### src/rtl/tcp_pkg.sv
// Shared types for the TCP RX app-message poller: request entry layout,
// poller FSM encoding and the default pointer/flow-id widths.
package tcp_pkg;
  localparam int FLOWID_W         = 8;
  localparam int RX_PAYLOAD_PTR_W = 14;
  localparam int XY_WIDTH         = 8;
  localparam int NOC_FBITS_WIDTH  = 4;

  typedef struct packed {
    logic [FLOWID_W-1:0]         flowid;
    logic [RX_PAYLOAD_PTR_W-1:0] len;
    logic [XY_WIDTH-1:0]         dst_x;
    logic [XY_WIDTH-1:0]         dst_y;
    logic [NOC_FBITS_WIDTH-1:0]  dst_fbits;
  } rx_req_entry_t;

  typedef enum logic [2:0] {
    ST_IDLE    = 3'd0,
    ST_RD_REQ  = 3'd1,
    ST_RD_RESP = 3'd2,
    ST_EVAL    = 3'd3,
    ST_OUTPUT  = 3'd4,
    ST_REQUEUE = 3'd5
  } poll_state_e;
endpackage

### src/rtl/rx_poll_req_fifo.sv
// Circular queue of pending app read requests. A requeued entry and a new
// request may both be written in one cycle; the requeue takes the first slot.
module rx_poll_req_fifo
  import tcp_pkg::*;
#(
  parameter int DEPTH = 8,
  parameter int CNT_W = $clog2(DEPTH) + 1
) (
  input  logic          clk,
  input  logic          rst_n,
  input  logic          wr_en,
  input  rx_req_entry_t wr_data,
  input  logic          rq_en,
  input  rx_req_entry_t rq_data,
  input  logic          pop_en,
  output rx_req_entry_t head_data,
  output logic [CNT_W-1:0] count
);
  localparam int AW = $clog2(DEPTH);

  rx_req_entry_t    mem_q [DEPTH];
  logic [AW-1:0]    wr_ptr_q, wr_ptr_d;
  logic [AW-1:0]    rd_ptr_q, rd_ptr_d;
  logic [CNT_W-1:0] count_q, count_d;
  logic [AW-1:0]    new_slot;

  always_comb begin
    new_slot = rq_en ? wr_ptr_q + AW'(1) : wr_ptr_q;
    wr_ptr_d = wr_ptr_q + AW'(rq_en) + AW'(wr_en);
    rd_ptr_d = rd_ptr_q + AW'(pop_en);
    count_d  = count_q + CNT_W'(rq_en) + CNT_W'(wr_en) - CNT_W'(pop_en);
  end

  always_ff @(posedge clk or negedge rst_n) begin
    if (!rst_n) begin
      wr_ptr_q <= '0;
      rd_ptr_q <= '0;
      count_q  <= '0;
    end else begin
      wr_ptr_q <= wr_ptr_d;
      rd_ptr_q <= rd_ptr_d;
      count_q  <= count_d;
    end
  end

  // Storage carries no reset; only entries below count are ever popped.
  always_ff @(posedge clk) begin
    if (rq_en) mem_q[wr_ptr_q] <= rq_data;
    if (wr_en) mem_q[new_slot] <= wr_data;
  end

  assign head_data = mem_q[rd_ptr_q];
  assign count     = count_q;
endmodule

### src/rtl/tcp_rx_app_msg_poller.sv
// Polls per-flow RX head/commit pointers for queued app read requests and
// emits message metadata once enough payload bytes are available.
module tcp_rx_app_msg_poller
  import tcp_pkg::*;
#(
  parameter int FLOWID_W = tcp_pkg::FLOWID_W,
  parameter int PTR_W    = tcp_pkg::RX_PAYLOAD_PTR_W,
  parameter int Q_DEPTH  = 8
) (
  input  logic                       clk,
  input  logic                       rst_n,
  input  logic                       src_poller_msg_req_val,
  input  logic [FLOWID_W-1:0]        src_poller_msg_req_flowid,
  input  logic [PTR_W-1:0]           src_poller_msg_req_len,
  input  logic [XY_WIDTH-1:0]        src_poller_msg_dst_x,
  input  logic [XY_WIDTH-1:0]        src_poller_msg_dst_y,
  input  logic [NOC_FBITS_WIDTH-1:0] src_poller_msg_dst_fbits,
  output logic                       poller_src_msg_req_rdy,
  output logic                       poller_msg_dst_meta_val,
  output logic [FLOWID_W-1:0]        poller_msg_dst_flowid,
  output logic [PTR_W:0]             poller_msg_dst_base_ptr,
  output logic [PTR_W-1:0]           poller_msg_dst_len,
  output logic [XY_WIDTH-1:0]        poller_msg_dst_dst_x,
  output logic [XY_WIDTH-1:0]        poller_msg_dst_dst_y,
  output logic [NOC_FBITS_WIDTH-1:0] poller_msg_dst_dst_fbits,
  input  logic                       dst_poller_msg_meta_rdy,
  output logic                       app_head_ptr_rd_req_val,
  output logic [FLOWID_W-1:0]        app_head_ptr_rd_req_addr,
  input  logic                       head_ptr_app_rd_req_rdy,
  input  logic                       head_ptr_app_rd_resp_val,
  input  logic [PTR_W:0]             head_ptr_app_rd_resp_data,
  output logic                       app_head_ptr_rd_resp_rdy,
  output logic                       app_commit_ptr_rd_req_val,
  output logic [FLOWID_W-1:0]        app_commit_ptr_rd_req_addr,
  input  logic                       commit_ptr_app_rd_req_rdy,
  input  logic                       commit_ptr_app_rd_resp_val,
  input  logic [PTR_W:0]             commit_ptr_app_rd_resp_data,
  output logic                       app_commit_ptr_rd_resp_rdy
);
  // All interfaces transfer on val && rdy in the same cycle; a raised val and
  // its data hold until accepted.
  localparam int QAW   = $clog2(Q_DEPTH);
  localparam int CNT_W = QAW + 1;

  poll_state_e      state_q, state_d;
  rx_req_entry_t    work_q, work_d;
  logic             inflight_q, inflight_d;
  logic             req_rdy_q, req_rdy_d;
  logic             head_req_val_q, head_req_val_d;
  logic             commit_req_val_q, commit_req_val_d;
  logic [FLOWID_W-1:0] rd_addr_q, rd_addr_d;
  logic             head_resp_rdy_q, head_resp_rdy_d;
  logic             commit_resp_rdy_q, commit_resp_rdy_d;
  logic [PTR_W:0]   head_ptr_q, head_ptr_d;
  logic [PTR_W:0]   commit_ptr_q, commit_ptr_d;
  logic             meta_val_q, meta_val_d;

  logic             wr_en, rq_en, pop_en;
  rx_req_entry_t    new_entry, fifo_head;
  logic [CNT_W-1:0] fifo_count, count_next;
  logic [CNT_W:0]   occ_next;
  logic [PTR_W:0]   avail;

  rx_poll_req_fifo #(
    .DEPTH (Q_DEPTH),
    .CNT_W (CNT_W)
  ) u_fifo (
    .clk       (clk),
    .rst_n     (rst_n),
    .wr_en     (wr_en),
    .wr_data   (new_entry),
    .rq_en     (rq_en),
    .rq_data   (work_q),
    .pop_en    (pop_en),
    .head_data (fifo_head),
    .count     (fifo_count)
  );

  always_comb begin
    new_entry = '{flowid:    src_poller_msg_req_flowid,
                  len:       src_poller_msg_req_len,
                  dst_x:     src_poller_msg_dst_x,
                  dst_y:     src_poller_msg_dst_y,
                  dst_fbits: src_poller_msg_dst_fbits};
    wr_en  = src_poller_msg_req_val && req_rdy_q;
    pop_en = (state_q == ST_IDLE) && (fifo_count != '0);
    rq_en  = (state_q == ST_REQUEUE);
    // Modular distance; the wrap bit makes a full buffer read as 2^PTR_W.
    avail  = commit_ptr_q - head_ptr_q;

    state_d           = state_q;
    work_d            = work_q;
    inflight_d        = inflight_q;
    head_req_val_d    = head_req_val_q;
    commit_req_val_d  = commit_req_val_q;
    rd_addr_d         = rd_addr_q;
    head_resp_rdy_d   = head_resp_rdy_q;
    commit_resp_rdy_d = commit_resp_rdy_q;
    head_ptr_d        = head_ptr_q;
    commit_ptr_d      = commit_ptr_q;
    meta_val_d        = meta_val_q;

    case (state_q)
      ST_IDLE: begin
        if (pop_en) begin
          work_d           = fifo_head;
          inflight_d       = 1'b1;
          head_req_val_d   = 1'b1;
          commit_req_val_d = 1'b1;
          rd_addr_d        = fifo_head.flowid;
          state_d          = ST_RD_REQ;
        end
      end
      ST_RD_REQ: begin
        if (head_req_val_q && head_ptr_app_rd_req_rdy)     head_req_val_d   = 1'b0;
        if (commit_req_val_q && commit_ptr_app_rd_req_rdy) commit_req_val_d = 1'b0;
        if (!head_req_val_d && !commit_req_val_d) begin
          head_resp_rdy_d   = 1'b1;
          commit_resp_rdy_d = 1'b1;
          state_d           = ST_RD_RESP;
        end
      end
      ST_RD_RESP: begin
        if (head_resp_rdy_q && head_ptr_app_rd_resp_val) begin
          head_ptr_d      = head_ptr_app_rd_resp_data;
          head_resp_rdy_d = 1'b0;
        end
        if (commit_resp_rdy_q && commit_ptr_app_rd_resp_val) begin
          commit_ptr_d      = commit_ptr_app_rd_resp_data;
          commit_resp_rdy_d = 1'b0;
        end
        if (!head_resp_rdy_d && !commit_resp_rdy_d) state_d = ST_EVAL;
      end
      ST_EVAL: begin
        if (avail >= {1'b0, work_q.len}) begin
          meta_val_d = 1'b1;
          state_d    = ST_OUTPUT;
        end else begin
          state_d = ST_REQUEUE;
        end
      end
      ST_OUTPUT: begin
        if (dst_poller_msg_meta_rdy) begin
          meta_val_d = 1'b0;
          inflight_d = 1'b0;
          state_d    = ST_IDLE;
        end
      end
      ST_REQUEUE: begin
        inflight_d = 1'b0;
        state_d    = ST_IDLE;
      end
      default: state_d = ST_IDLE;
    endcase

    // Queue entries plus the in-flight poll never exceed Q_DEPTH, so a
    // requeue always finds a free slot.
    count_next = fifo_count + CNT_W'(wr_en) + CNT_W'(rq_en) - CNT_W'(pop_en);
    occ_next   = {1'b0, count_next} + (CNT_W+1)'(inflight_d);
    req_rdy_d  = occ_next < (CNT_W+1)'(Q_DEPTH);
  end

  always_ff @(posedge clk or negedge rst_n) begin
    if (!rst_n) begin
      state_q           <= ST_IDLE;
      work_q            <= '0;
      inflight_q        <= 1'b0;
      req_rdy_q         <= 1'b0;
      head_req_val_q    <= 1'b0;
      commit_req_val_q  <= 1'b0;
      rd_addr_q         <= '0;
      head_resp_rdy_q   <= 1'b0;
      commit_resp_rdy_q <= 1'b0;
      head_ptr_q        <= '0;
      commit_ptr_q      <= '0;
      meta_val_q        <= 1'b0;
    end else begin
      state_q           <= state_d;
      work_q            <= work_d;
      inflight_q        <= inflight_d;
      req_rdy_q         <= req_rdy_d;
      head_req_val_q    <= head_req_val_d;
      commit_req_val_q  <= commit_req_val_d;
      rd_addr_q         <= rd_addr_d;
      head_resp_rdy_q   <= head_resp_rdy_d;
      commit_resp_rdy_q <= commit_resp_rdy_d;
      head_ptr_q        <= head_ptr_d;
      commit_ptr_q      <= commit_ptr_d;
      meta_val_q        <= meta_val_d;
    end
  end

  assign poller_src_msg_req_rdy     = req_rdy_q;
  assign poller_msg_dst_meta_val    = meta_val_q;
  assign poller_msg_dst_flowid      = work_q.flowid;
  assign poller_msg_dst_base_ptr    = head_ptr_q;
  assign poller_msg_dst_len         = work_q.len;
  assign poller_msg_dst_dst_x       = work_q.dst_x;
  assign poller_msg_dst_dst_y       = work_q.dst_y;
  assign poller_msg_dst_dst_fbits   = work_q.dst_fbits;
  assign app_head_ptr_rd_req_val    = head_req_val_q;
  assign app_head_ptr_rd_req_addr   = rd_addr_q;
  assign app_head_ptr_rd_resp_rdy   = head_resp_rdy_q;
  assign app_commit_ptr_rd_req_val  = commit_req_val_q;
  assign app_commit_ptr_rd_req_addr = rd_addr_q;
  assign app_commit_ptr_rd_resp_rdy = commit_resp_rdy_q;
endmodule

### config.mk
export PLATFORM = sky130hd
export DESIGN_NAME = tcp_rx_app_msg_poller
export DESIGN_NICKNAME = d
export VERILOG_FILES = /design/src/rtl/tcp_pkg.sv /design/src/rtl/rx_poll_req_fifo.sv /design/src/rtl/tcp_rx_app_msg_poller.sv
export SDC_FILE = /design/constraint.sdc
export NUM_CORES = 1
export LEC_CHECK = 0
export ABC_AREA = 1
export CORE_UTILIZATION = 25
export CTS_CLUSTER_DIAMETER = 120
export DETAILED_ROUTE_END_ITERATION = 16
export PLACE_DENSITY = 0.49
export SYNTH_ARGS = -nofsm -noshare
export SYNTH_HDL_FRONTEND = slang
export SYNTH_HIERARCHICAL = 1
export SYNTH_SLANG_ARGS = --single-unit
### constraint.sdc
create_clock -name clk -period 13.3 [get_ports clk]
set_input_delay 3.99 -clock clk [delete_from_list [all_inputs] [get_ports clk]]
set_output_delay 3.99 -clock clk [all_outputs]
set_load 0.01 [all_outputs]
# Word-level counts from Yosys, hierarchy flattened
# Memories as Yosys holds them, arrays and structs flattened. A register that Yosys moved wholly into a read port is not among the register bits.
# Cells that the tools add are included.
# classes
shifts,0
n_lt_le_gt_ge,2
n_eq_ne,10
n_reduce_logical,25
n_div,0
add_sub_neg,12
mul,0
bitwise_logic,0
mux,31
# op_table
operator,count
two-way mux 1 bit,19
adder 4 x 1 -> 4 bit,4
>= comparator 15 x 14 -> 1 bit,1
two-way mux 3 bit,5
case mux 3 bit (5 select lines),1
subtractor 15 bit,1
case mux 1 bit (2 select lines),5
AND reduction 2 bit,5
adder 3 x 1 -> 3 bit,3
logical AND 1 bit,8
"inequality test 2 bit, second input constant",4
subtractor 4 x 1 -> 4 bit,2
"== test 3 x 2 -> 1 bit, second input constant",2
"== test 3 bit, second input constant",2
nonzero test 2 bit,3
adder 4 x 1 -> 5 bit,1
logical NOT 1 bit,5
"less-than comparator 5 x 4 -> 1 bit, second input constant",1
AND reduction 4 bit,1
nonzero test 4 bit,1
"adder 3 x 1 -> 3 bit, second input constant",1
"== test 3 x 1 -> 1 bit, second input constant",1
logical NOT 3 bit,1
case mux 1 bit (3 select lines),1
other kinds (2),2
# word_totals
inputBits,80
regBits,50
memories,1
word_cells,94
latch_bits,0
mem_bits_ro,0
out_inout_bits,79
ramBits,336
# memory_table
memory,depth,width,rd,rd_clocked_by_memory_dff,wr,line_no,source
u_fifo.mem_q,8,42,1,1,2,rx_poll_req_fifo.sv:21,rx_req_entry_t mem_q [DEPTH];

# Depth between registers and ports, before layout
# Gate-level depths: netlist of the first run.
# depth
depth_word,7
mapped_depth,22
depth_no_buf,22

# By module
# The synthesis of the first run kept the hierarchy.
# modules_own_cells
module,area_per_inst_um2,seq_area_each_um2,instances,cells_each
rx_poll_req_fifo,19393.6,10339.9,1,2397
tcp_rx_app_msg_poller,4538.1,2052.0,1,524

# Worst setup path after synthesis of the first run
# Ideal clock, no wire load.
# synth_path
path_kind,input to register
start,input src_poller_msg_req_val
end,memory u_fifo/mem_q[1][0] (netlist name) (enable)
arrival_time_ns,6.679
cell_stages,5
setup_slack_ns,6.165
required_ns,12.844
path_buffers,1
setup_ns,0.456
path_cell_list,nand2_1 inv_1 nand3_2 clkbuf_1 o22ai_1
# synth_rtl
item,line_no,source
"start, declared",tcp_rx_app_msg_poller.sv:12,"input logic src_poller_msg_req_val,"
"end, declared",rx_poll_req_fifo.sv:21,

==> flow_summary_export.csv, run 1 <==
group,metric,value,unit
synthesis,yosys-top-cells-area,"edfxtp_1 42%, nand2_1 19%, dfrtp_1 9.6%, o21bai_1 5.3%, o21ai_0 4.1%",
global_route,grt_pass1_wl,118000,um
timing,period_needed,6.97,ns
timing,relSlewSlack,26.5,%
pwr,internal_power,3.83,mW
synthesis,synth_top_area_share,42.2,%
timing,fmax,0.144,GHz
clocking,cts_sinks,428,
pwr,sw_frac_of_total,44.6,%
layout,drive_above_1_share,5.42,%
global_route,antenna_found_initial,6,
worst_setup_path,crit_top_cell,"buf_4",
synthesis,ys_types,42,
hold_path,hold_path_class,"register to register",
synthesis,syn_area_per_cell,8.19,sq um
die,start_util,25.2,%
clocking,cts_max_path_buffers,3,
clocking,cts_setup_buffers,0,
pwr,finalPower,6.91,mW
synthesis,synth_top_area_cell,"edfxtp_1",
timing,setup_tns,0,ns
synthesis,synth_flop_cell,"edfxtp_1",
place,portBuffers,158,
timing,finalHoldViolCount,0,
detailed_routing,ant_nets,0,
clocking,cts_tree,"yes",
worst_setup_path,rr_worst_depth,11,
clocking,clkTransAtPathRegs,0.06,ns
clocking,post_cts_resized,0,
synthesis,synthesis.area,23900,sq um
worst_setup_path,crit_slowest_cell,"buf_4",
die,io-pin-count,159,
pwr,clockPowerShare,19.5,%
detailed_routing,vias,19528,
worst_setup_path,regToRegSetupSlack,8.70,ns
detailed_routing,drt-vias-per-instance,4.61,
pwr,p_leak,11.8,nW
die,die_area,97000,sq um
worst_setup_path,critPathMaxStageDelay,0.87,ns
outcome,status,"finished clean",
die,rows,113,
hold_path,hold_end,"poller_msg_dst_meta_val$_DFFE_PN0P_",
worst_setup_path,critPathArrivalTime,7.21,ns
detailed_routing,wl_per_cell,18.0,um
die,die_x,311,um
synthesis,seq_area_frac_synth,51.8,%
timing,clock_skew,0.0256,ns
die,design.core.area,94900,sq um
global_route,grt_pass1_vias,19399,
worst_setup_path,cp-start-kind,"primary input",
layout,final_nets,3052,
pwr,p_seq_share,31.8,%
hold_path,whs_path_depth,2,
clocking,htreeDepth,2,
synthesis,yosysMostFrequentCell,"nand2_1",
hold_path,min_from,"poller_msg_dst_meta_val$_DFFE_PN0P_",
pwr,p_switching,3.08,mW
worst_setup_path,worstSetupEndpointType,"register",
worst_setup_path,r2r_end,"u_fifo/mem_q[4][15]$_DFFE_PP_",
worst_setup_path,crit_chain,"clkdlybuf4s50_1 > nand2_1 > inv_1 > nand2_4 > clkinv_2 > buf_4 > nand2_2 > o21ai_4 > buf_4",
detailed_routing,drt_iter0_markers,1121,
place,place_hpwl,45500,um
worst_setup_path,crit_required,13.54,ns
synthesis,syn-num-nets,3046,
detailed_routing,drc,0,
worst_setup_path,timing.critical_path.fanout_max,85,
synthesis,ys_warn_count,6,
timing,rsz0062_at_grt,"false",
synthesis,synth_edf_count,336,
synthesis,synth-seq-cells,428,
place,gp_congestion,0.743,
synthesis,synthArstFlopShare,21.5,%
job,cap_violations,0,
pwr,comb_power_share,48.7,%
synthesis,synthTopCellsByCount,"1,181 x nand2_1, 336 x edfxtp_1, 246 x nor2_1",
global_route,overflow,0,
pwr,ir_worst_vdd,0.114,mV
timing,final-max-slew-violation-count,0,
timing,tightestPinTransition,1.10,ns
detailed_routing,drt_wl_total,76400,um
clocking,cts_buffers,50,
clocking,cts.hold.buffers_added,0,
worst_setup_path,critPathKind,"primary input to register",
clocking,clk_latency,0.62,ns
die,die-height,311,um
timing,post-route-period-util,52.4,%
global_route,grt_usage,15.6,%
detailed_routing,first_pass_iters,5,
pwr,powerDensity,247,nW/um^2
timing,setup_viol_count_final,0,
synthesis,syn_inst,2921,
layout,syn_to_final_growth,17.0,%
clocking,root_buffer,"clkbuf_16",
worst_setup_path,timing.rr.start,"state_q[1]$_DFFE_PN0P_",
global_route,grt_max_degree,92,
power groups by stage:
stage	Combinational [mW]	Sequential, mW	Clock (mW)
after floorplan	2.33	2.14	0
after global placement	3.35	2.24	0
after detailed placement	3.39	2.23	0
after CTS	3.40	2.21	1.38
after global routing	3.81	2.24	1.43
final	3.36	2.20	1.35
through the flow:
stage	cells	hold WS (ns)	utilization, %	area [sq um]	setup WS, ns
3_5_place_dp	4140	0.467	27.9	26400	5.70
6_report	4234	0.489	29.5	28000	6.33
3_3_place_gp	4140	0.469	27.9	26400	5.72
2_1_floorplan	2921	0.461	-	23900	6.16
5_1_grt	4233	0.524	29.5	28000	6.09
4_1_cts	4233	0.497	29.5	28000	6.33
critical path: cells and delay by family:
kind,cells,cell delay (ns)
buffers and inverters,5,2.19
and+or+nand+nor,3,0.66
AOI/OAI and AO/OA,1,0.31
area by class of cell:
type,count,area [sq um]
fillers,10089,66900
repair buffers,192,1830
diodes,1,2.50
clock buffers,75,1380
inverters,129,490
well taps,1265,1580
multi-input cells,2126,10100
flip-flops and latches,428,12400
clock inverters,18,191
registers in the layout, indices dropped and copies added (netlist names):
name                        flops
poller_msg_dst_dst_fbits        4
poller_msg_dst_base_ptr        15
poller_msg_dst_meta_val         1
poller_msg_dst_dst_x            8
inflight_q                      1
commit_ptr_q                   15
app_head_ptr_rd_resp_rdy        1
app_commit_ptr_rd_req_val       1
poller_msg_dst_dst_y            8
app_commit_ptr_rd_resp_rdy      1
app_commit_ptr_rd_req_addr      8
u_fifo/count                    4
u_fifo/wr_ptr_q                 3
u_fifo/rd_ptr_q                 3
app_head_ptr_rd_req_val         1
poller_msg_dst_len             14
u_fifo/mem_q                  336
state_q                         3
poller_src_msg_req_rdy          1
how the worst max path moves through the flow:
stage	start	endpoint	slack, ns	cells past startpoint
final	src_poller_msg_req_val	u_fifo/mem_q[4][15]$_DFFE_PP_	6.33	9
after global routing	src_poller_msg_req_val	u_fifo/mem_q[4][15]$_DFFE_PP_	6.09	9
after CTS	src_poller_msg_req_val	u_fifo/mem_q[4][15]$_DFFE_PP_	6.33	9
after detailed placement	src_poller_msg_req_val	u_fifo/mem_q[4][15]$_DFFE_PP_	5.70	9
after global placement	src_poller_msg_req_val	u_fifo/mem_q[4][15]$_DFFE_PP_	5.72	9
after floorplan	src_poller_msg_req_val	u_fifo/mem_q[1][0]$_DFFE_PP_	6.16	5
cell usage in the layout, fill, tap and decap left out, types with 2 or more instances in the layout:
cell | Yosys | layout
nand2_1 | 1181 | 1176
edfxtp_1 | 336 | 336
nor2_1 | 246 | 245
o21ai_0 | 195 | 191
nand3_1 | 176 | 176
o21bai_1 | 169 | 169
clkdlybuf4s50_1 | 0 | 157
inv_1 | 124 | 122
dfrtp_1 | 92 | 89
clkbuf_16 | 0 | 50
ha_1 | 39 | 39
buf_4 | 19 | 35
a21oi_1 | 34 | 34
clkbuf_1 | 105 | 22
xor2_1 | 11 | 11
xnor2_1 | 9 | 9
mux2_2 | 9 | 9
clkinv_2 | 0 | 8
nor2_4 | 0 | 7
nand2_2 | 5 | 7
mux2_4 | 6 | 6
fa_1 | 6 | 6
clkinv_1 | 1 | 6
nand4_1 | 5 | 5
o22ai_4 | 0 | 4
o21ai_4 | 0 | 4
nor2_2 | 9 | 3
clkbuf_8 | 0 | 3
nand2_4 | 0 | 3
nand3_2 | 3 | 2
a31oi_1 | 2 | 2
o22ai_1 | 6 | 2
inv_2 | 4 | 2
nand3_4 | 1 | 2
nand3b_1 | 2 | 2
clkinv_8 | 0 | 2
bufinv_16 | 0 | 2
dfrtp_4 | 0 | 2
kinds of logic after synthesis:
| kind of cell | Yosys count | share of synthesized area [%] |
|---|---|---|
| flip-flops | 428 | 51.8 |
| AND/OR/NAND/NOR | 1628 | 26.8 |
| AO/OA/AOI/OAI | 418 | 10.7 |
| XOR/XNOR | 20 | 0.732 |
| adder cells (fa/ha/maj) | 45 | 2.54 |
| multiplexers | 15 | 0.800 |
| buffers and inverters | 367 | 6.60 |
metal layers:
| metal | vias up | global-route usage (%) | share of wire, % |
|---|---|---|---|
| li1 | 9519 | - | - |
| met1 | 9444 | 20.8 | 45 |
| met2 | 458 | 26.3 | 48 |
| met3 | 95 | 2.58 | 5.1 |
| met4 | 12 | 3.31 | 1.5 |
| met5 | - | 0 | 0.096 |
No activity file was read; power rests on OpenSTA's default activity.
==> run 2, diff against run 1 <==
Settings changed: PLACE_DENSITY 0.49 to 0.51.
Clock period 13.3 ns to 5.9 ns, I/O delays scaled along.
==> run 2 against run 1 <==
- routed wire length rose by 3.7%
- global-route usage up 0.54 points
- flip-flop and latch count did not move
- die area unchanged
- worst hold slack gained 0.021 ns
- sequential share of layout area fell by 0.28 points
- via count rose by 0.87%
- register-to-register slack lost 6.6 ns
- count of clock-buffer cells in the layout grew 3
==> flow_summary_export.csv, run 2 (synthesis results as in run 1) <==
group,metric,value,unit
detailed_routing,drc,0,
pwr,comb_power_share,48.8,%
die,die_x,311,um
clocking,htreeDepth,2,
detailed_routing,drt_iter0_markers,1617,
detailed_routing,drt_wl_total,79300,um
worst_setup_path,critPathArrivalTime,4.33,ns
pwr,p_leak,11.8,nW
pwr,sw_frac_of_total,44.6,%
detailed_routing,wl_per_cell,18.7,um
clocking,cts_setup_buffers,0,
layout,top_register,"u_fifo/mem_q",
layout,mostFrequentLayoutCells,"1,176 x nand2_1, 336 x edfxtp_1, 245 x nor2_1",
place,postPlaceCellArea,26600,sq um
clocking,cts_buffers,52,
worst_setup_path,regToRegSetupSlack,2.06,ns
worst_setup_path,critPathKind,"primary input to register",
clocking,cts_max_path_buffers,3,
die,design.core.area,94900,sq um
timing,fin_ws,2.03,ns
pwr,p_switching,7.01,mW
layout,largest_reg_flops,336,
timing,relSlewSlack,21.0,%
clocking,cts.hold.buffers_added,0,
timing,fmax,0.258,GHz
place,gp_congestion,0.762,
worst_setup_path,timing.critical_path.fanout_max,75,
pwr,ir_worst_vdd,0.342,mV
worst_setup_path,crit_required,6.35,ns
global_route,grt_max_degree,90,
detailed_routing,drt-vias-per-instance,4.64,
global_route,overflow,0,
layout,final_common_cell,"nand2_1",
layout,fin_cells,4249,
global_route,grt_pass1_wl,121000,um
timing,rsz0062_at_grt,"false",
clocking,post_cts_resized,0,
die,rows,113,
worst_setup_path,worstSetupEndpointType,"register",
layout,drive_above_1_share,5.91,%
timing,period_needed,3.87,ns
clocking,root_buffer,"clkbuf_16",
layout,final_nets,3064,
layout,stdcell_area,28200,sq um
detailed_routing,vias,19697,
layout,fill_cells,9951,
pwr,p_seq_share,31.6,%
detailed_routing,first_pass_iters,5,
timing,finalHoldViolCount,0,
die,io-pin-count,159,
place,portBuffers,158,
pwr,powerDensity,558,nW/um^2
die,die-height,311,um
detailed_routing,ant_nets,0,
global_route,grt_pass1_vias,19201,
timing,final-max-slew-violation-count,0,
timing,setup_viol_count_final,0,
global_route,antenna_found_initial,3,
clocking,clkTransAtPathRegs,0.06,ns
worst_setup_path,cp-start-kind,"primary input",
timing,setup_tns,0,ns
pwr,internal_power,8.72,mW
place,place_inst,4150,
clocking,clk_latency,0.61,ns
clocking,cts_sinks,428,
job,cap_violations,0,
pwr,clockPowerShare,19.6,%
die,die_area,97000,sq um
place,place_hpwl,46000,um
hold_path,hold_path_class,"register to register",
timing,post-route-period-util,65.7,%
timing,clock_skew,0.0336,ns
die,start_util,25.2,%
timing,tightestPinTransition,1.18,ns
timing,hold_ws,0.509,ns
clocking,cts_tree,"yes",
place,pre_cts_ws,1.44,ns
global_route,grt_usage,16.1,%
outcome,status,"finished clean",
layout,syn_to_final_growth,17.8,%
==> run 2: cell count changes in the layout (fill, tap and decap cells not counted), sizes merged <==
| cell | previous run | this run |
|---|---|---|
| buf | 35 | 45 |
| clkinv | 18 | 16 |
| bufinv | 2 | 1 |
| inv | 126 | 127 |
| clkinvlp | 1 | 2 |
| clkbuf | 75 | 78 |
| diode | 1 | 4 |
==> run 2: power by group through the flow <==
| stage | logic [mW] | registers (mW) | clock network, mW |
|---|---|---|---|
| final | 7.68 | 4.96 | 3.08 |
| after global routing | 8.66 | 5.07 | 3.26 |
| after CTS | 7.74 | 4.99 | 3.15 |
| after detailed placement | 7.71 | 5.05 | 0 |
| after global placement | 7.61 | 5.04 | 0 |
| after floorplan | 5.26 | 4.82 | 0 |
==> run 2: critical path, stage by stage <==
cell	delay (ns)
clkdlybuf4s50_1	0.46
nand2_1	0.14
inv_1	0.21
nand2_4	0.22
clkinv_2	0.26
buf_4	0.93
nand3_1	0.15
nand2_1	0.13
==> run 2: cell type report <==
cell class / count / area, sq um / area share [%]
well taps: 1265 / 1580 / 5.62
clock buffers: 78 / 1470 / 5.22
inverters: 129 / 488 / 1.73
flip-flops and latches: 428 / 12400 / 44.0
diodes: 4 / 10.0 / 0.0355
repair buffers: 202 / 1970 / 7.00
clock inverters: 17 / 129 / 0.457
multi-input cells: 2126 / 10100 / 35.9
==> run 2: final timing paths <==
check                           cells after the start                           startpoint                                       to
worst max register to register                     10               state_q[1]$_DFFE_PN0P_            u_fifo/mem_q[6][35]$_DFFE_PP_
min in group asynchronous                           1                                rst_n   poller_msg_dst_base_ptr[4]$_DFFE_PN0P_
max in group asynchronous                           2                                rst_n  poller_msg_dst_dst_fbits[0]$_DFFE_PN0P_
worst min-delay path                                2  poller_msg_dst_meta_val$_DFFE_PN0P_      poller_msg_dst_meta_val$_DFFE_PN0P_
worst min register to register                      2  poller_msg_dst_meta_val$_DFFE_PN0P_      poller_msg_dst_meta_val$_DFFE_PN0P_
worst max-delay path                                8               src_poller_msg_req_val            u_fifo/mem_q[6][35]$_DFFE_PP_
==> run 2: metal layers <==
layer / global-route usage [%] / wire length (um) / up-vias
met5: 0 / 23 / -
met4: 5.08 / 2020 / 4
met3: 2.76 / 4620 / 123
met2: 26.1 / 36500 / 557
met1: 21.8 / 36000 / 9467
li1: - / - / 9546
==> run 2: metrics by stage <==
step | utilization (%) | power [mW]
after floorplan | - | 10.1
after global placement | 28.0 | 12.7
after detailed placement | 28.0 | 12.8
after CTS | 29.7 | 15.9
after global routing | 29.7 | 17.0
final | 29.7 | 15.7
==> run 3, diff against run 2 <==
Settings changed: PLACE_DENSITY 0.51 to 0.49.
Clock period 5.9 ns to 3.9 ns, I/O delays scaled along.
==> run 3 against run 2 <==
- die area stayed put
- worst hold slack worse by 0.0086 ns
- routed wire length hardly changed
- global-route usage is 0.099 points higher
- non-clock buffer count is 19 higher
- largest power group unchanged
==> flow_summary_export.csv, run 3 (synthesis results as in run 1) <==
group,metric,value,unit
detailed_routing,drt_wl_total,79300,um
clocking,root_buffer,"clkbuf_16",
timing,fmax,0.310,GHz
global_route,grt_pass1_vias,19490,
timing,final-max-slew-violation-count,0,
clocking,cts_buffers,53,
worst_setup_path,critPathArrivalTime,3.68,ns
clocking,post_cts_resized,0,
die,io-pin-count,159,
worst_setup_path,critPathKind,"register to register",
clocking,cts_sinks,428,
worst_setup_path,r2r_end,"u_fifo/mem_q[6][38]$_DFFE_PP_",
layout,stdcell_area,28400,sq um
place,place_hpwl,46100,um
place,pre_cts_ws,0.466,ns
timing,fin_ws,0.672,ns
layout,top_register,"u_fifo/mem_q",
worst_setup_path,rr_worst_depth,10,
global_route,antenna_found_initial,6,
detailed_routing,vias,19741,
timing,post-route-period-util,82.8,%
timing,rsz0062_at_grt,"false",
worst_setup_path,cp-start-kind,"register",
die,design.core.area,94900,sq um
pwr,finalPower,24.0,mW
timing,finalHoldViolCount,0,
clocking,clk_latency,0.62,ns
global_route,grt_pass1_wl,122000,um
timing,clock_skew,0.0354,ns
outcome,status,"finished clean",
worst_setup_path,critPathLaunch,"state_q[1]$_DFFE_PN0P_",
layout,n_antenna_cell,0,
global_route,grt_usage,16.2,%
timing,setup_viol_count_final,0,
place,gp_congestion,0.756,
place,portBuffers,158,
detailed_routing,first_pass_iters,7,
die,start_util,25.2,%
layout,syn_to_final_growth,18.7,%
pwr,ir_worst_vdd,0.523,mV
worst_setup_path,regToRegSetupSlack,0.67,ns
detailed_routing,drt-vias-per-instance,4.62,
place,postPlaceCellArea,26800,sq um
timing,tightestPinTransition,1.14,ns
global_route,grt_max_degree,170,
detailed_routing,drc,0,
pwr,powerDensity,844,nW/um^2
timing,hold_ws,0.501,ns
hold_path,whs_path_depth,2,
detailed_routing,wl_per_cell,18.6,um
pwr,p_leak,12.0,nW
layout,mostFrequentLayoutCells,"1,176 x nand2_1, 336 x edfxtp_1, 245 x nor2_1",
layout,fill_cells,9974,
detailed_routing,drt_iter0_markers,1360,
layout,multiInputGateArea,10100,sq um
timing,period_needed,3.23,ns
clocking,cts.hold.buffers_added,0,
layout,drive_above_1_share,6.42,%
die,die_x,311,um
clocking,cts_max_path_buffers,3,
layout,final_nets,3084,
clocking,clkTransAtPathRegs,0.06,ns
layout,post-route-util,29.9,%
worst_setup_path,crit_required,4.35,ns
die,die-height,311,um
clocking,cts_tree,"yes",
die,die_area,97000,sq um
worst_setup_path,timing.critical_path.fanout_max,52,
die,rows,113,
hold_path,hold_path_class,"register to register",
layout,final_common_cell,"nand2_1",
global_route,overflow,0,
detailed_routing,ant_nets,0,
clocking,cts_setup_buffers,0,
timing,relSlewSlack,24.2,%
clocking,htreeDepth,2,
layout,largest_reg_flops,336,
worst_setup_path,endpoint,"u_fifo/mem_q[6][38]$_DFFE_PP_",
worst_setup_path,worstSetupEndpointType,"register",
worst_setup_path,timing.rr.start,"state_q[1]$_DFFE_PN0P_",
job,cap_violations,0,
layout,ff_latch_area,12400,sq um
==> run 3: cell count changes in the layout (fill, tap and decap cells not counted), moves of 2 or more <==
cell        before  now
buf_12           5    9
buf_4           40   55
clkbuf_1        21   30
clkbuf_8         3    7
clkinv_1         5    2
clkinv_2        10    5
clkinvlp_4       2    0
diode_2          4    0
==> run 3: critical path: stages (launching register included) <==
cell      delay, ns
dfrtp_1        0.38
inv_1          0.10
nand2_1        0.08
nor2_1         0.57
nand2_1        0.51
nand2_1        0.26
nand2_4        0.16
clkinv_2       0.12
buf_4          0.59
nand3_1        0.15
nand2_1        0.11
==> run 3: worst min path at each step <==
stage	slack, ns	to	start
finish	0.50	poller_msg_dst_meta_val$_DFFE_PN0P_	poller_msg_dst_meta_val$_DFFE_PN0P_
global route	0.52	poller_msg_dst_meta_val$_DFFE_PN0P_	poller_msg_dst_meta_val$_DFFE_PN0P_
CTS	0.50	poller_msg_dst_meta_val$_DFFE_PN0P_	poller_msg_dst_meta_val$_DFFE_PN0P_
detailed placement	0.47	poller_msg_dst_meta_val$_DFFE_PN0P_	poller_msg_dst_meta_val$_DFFE_PN0P_
global placement	0.47	poller_msg_dst_meta_val$_DFFE_PN0P_	poller_msg_dst_meta_val$_DFFE_PN0P_
floorplan	0.46	u_fifo/rd_ptr_q[0]$_DFF_PN0_	u_fifo/rd_ptr_q[0]$_DFF_PN0_
==> run 3: layer usage <==
layer  wire (um)  track usage, %  part of all wire (%)
met1       36300            22.0                    46
met2       36900            26.9                    46
met3        4580            2.75                   5.8
met4        1520            3.65                   1.9
met5          81               0                  0.10
==> run 3: final cells by class <==
cell class	count	area share, %
clock buffers	90	5.40
clock inverters	10	0.361
inverters	129	1.72
multi-input cells	2126	35.7
flip-flops and latches	428	43.7
well taps	1265	5.57
repair buffers	221	7.62
==> run 3: metrics by stage <==
stage | cells | TNS (ns)
floorplan | 2921 | -90.29
detailed placement | 4169 | 0
CTS | 4269 | 0
global placement | 4169 | 0
finish | 4269 | 0
global route | 4269 | 0
==> run 3: power by group <==
| group | total, mW | leakage [nW] | switching [mW] | internal [mW] |
|---|---|---|---|---|
| logic | 11.8 | 7.02 | 7.71 | 4.13 |
| registers | 7.38 | 4.16 | 0.873 | 6.51 |
| clock network | 4.74 | 0.790 | 2.01 | 2.73 |
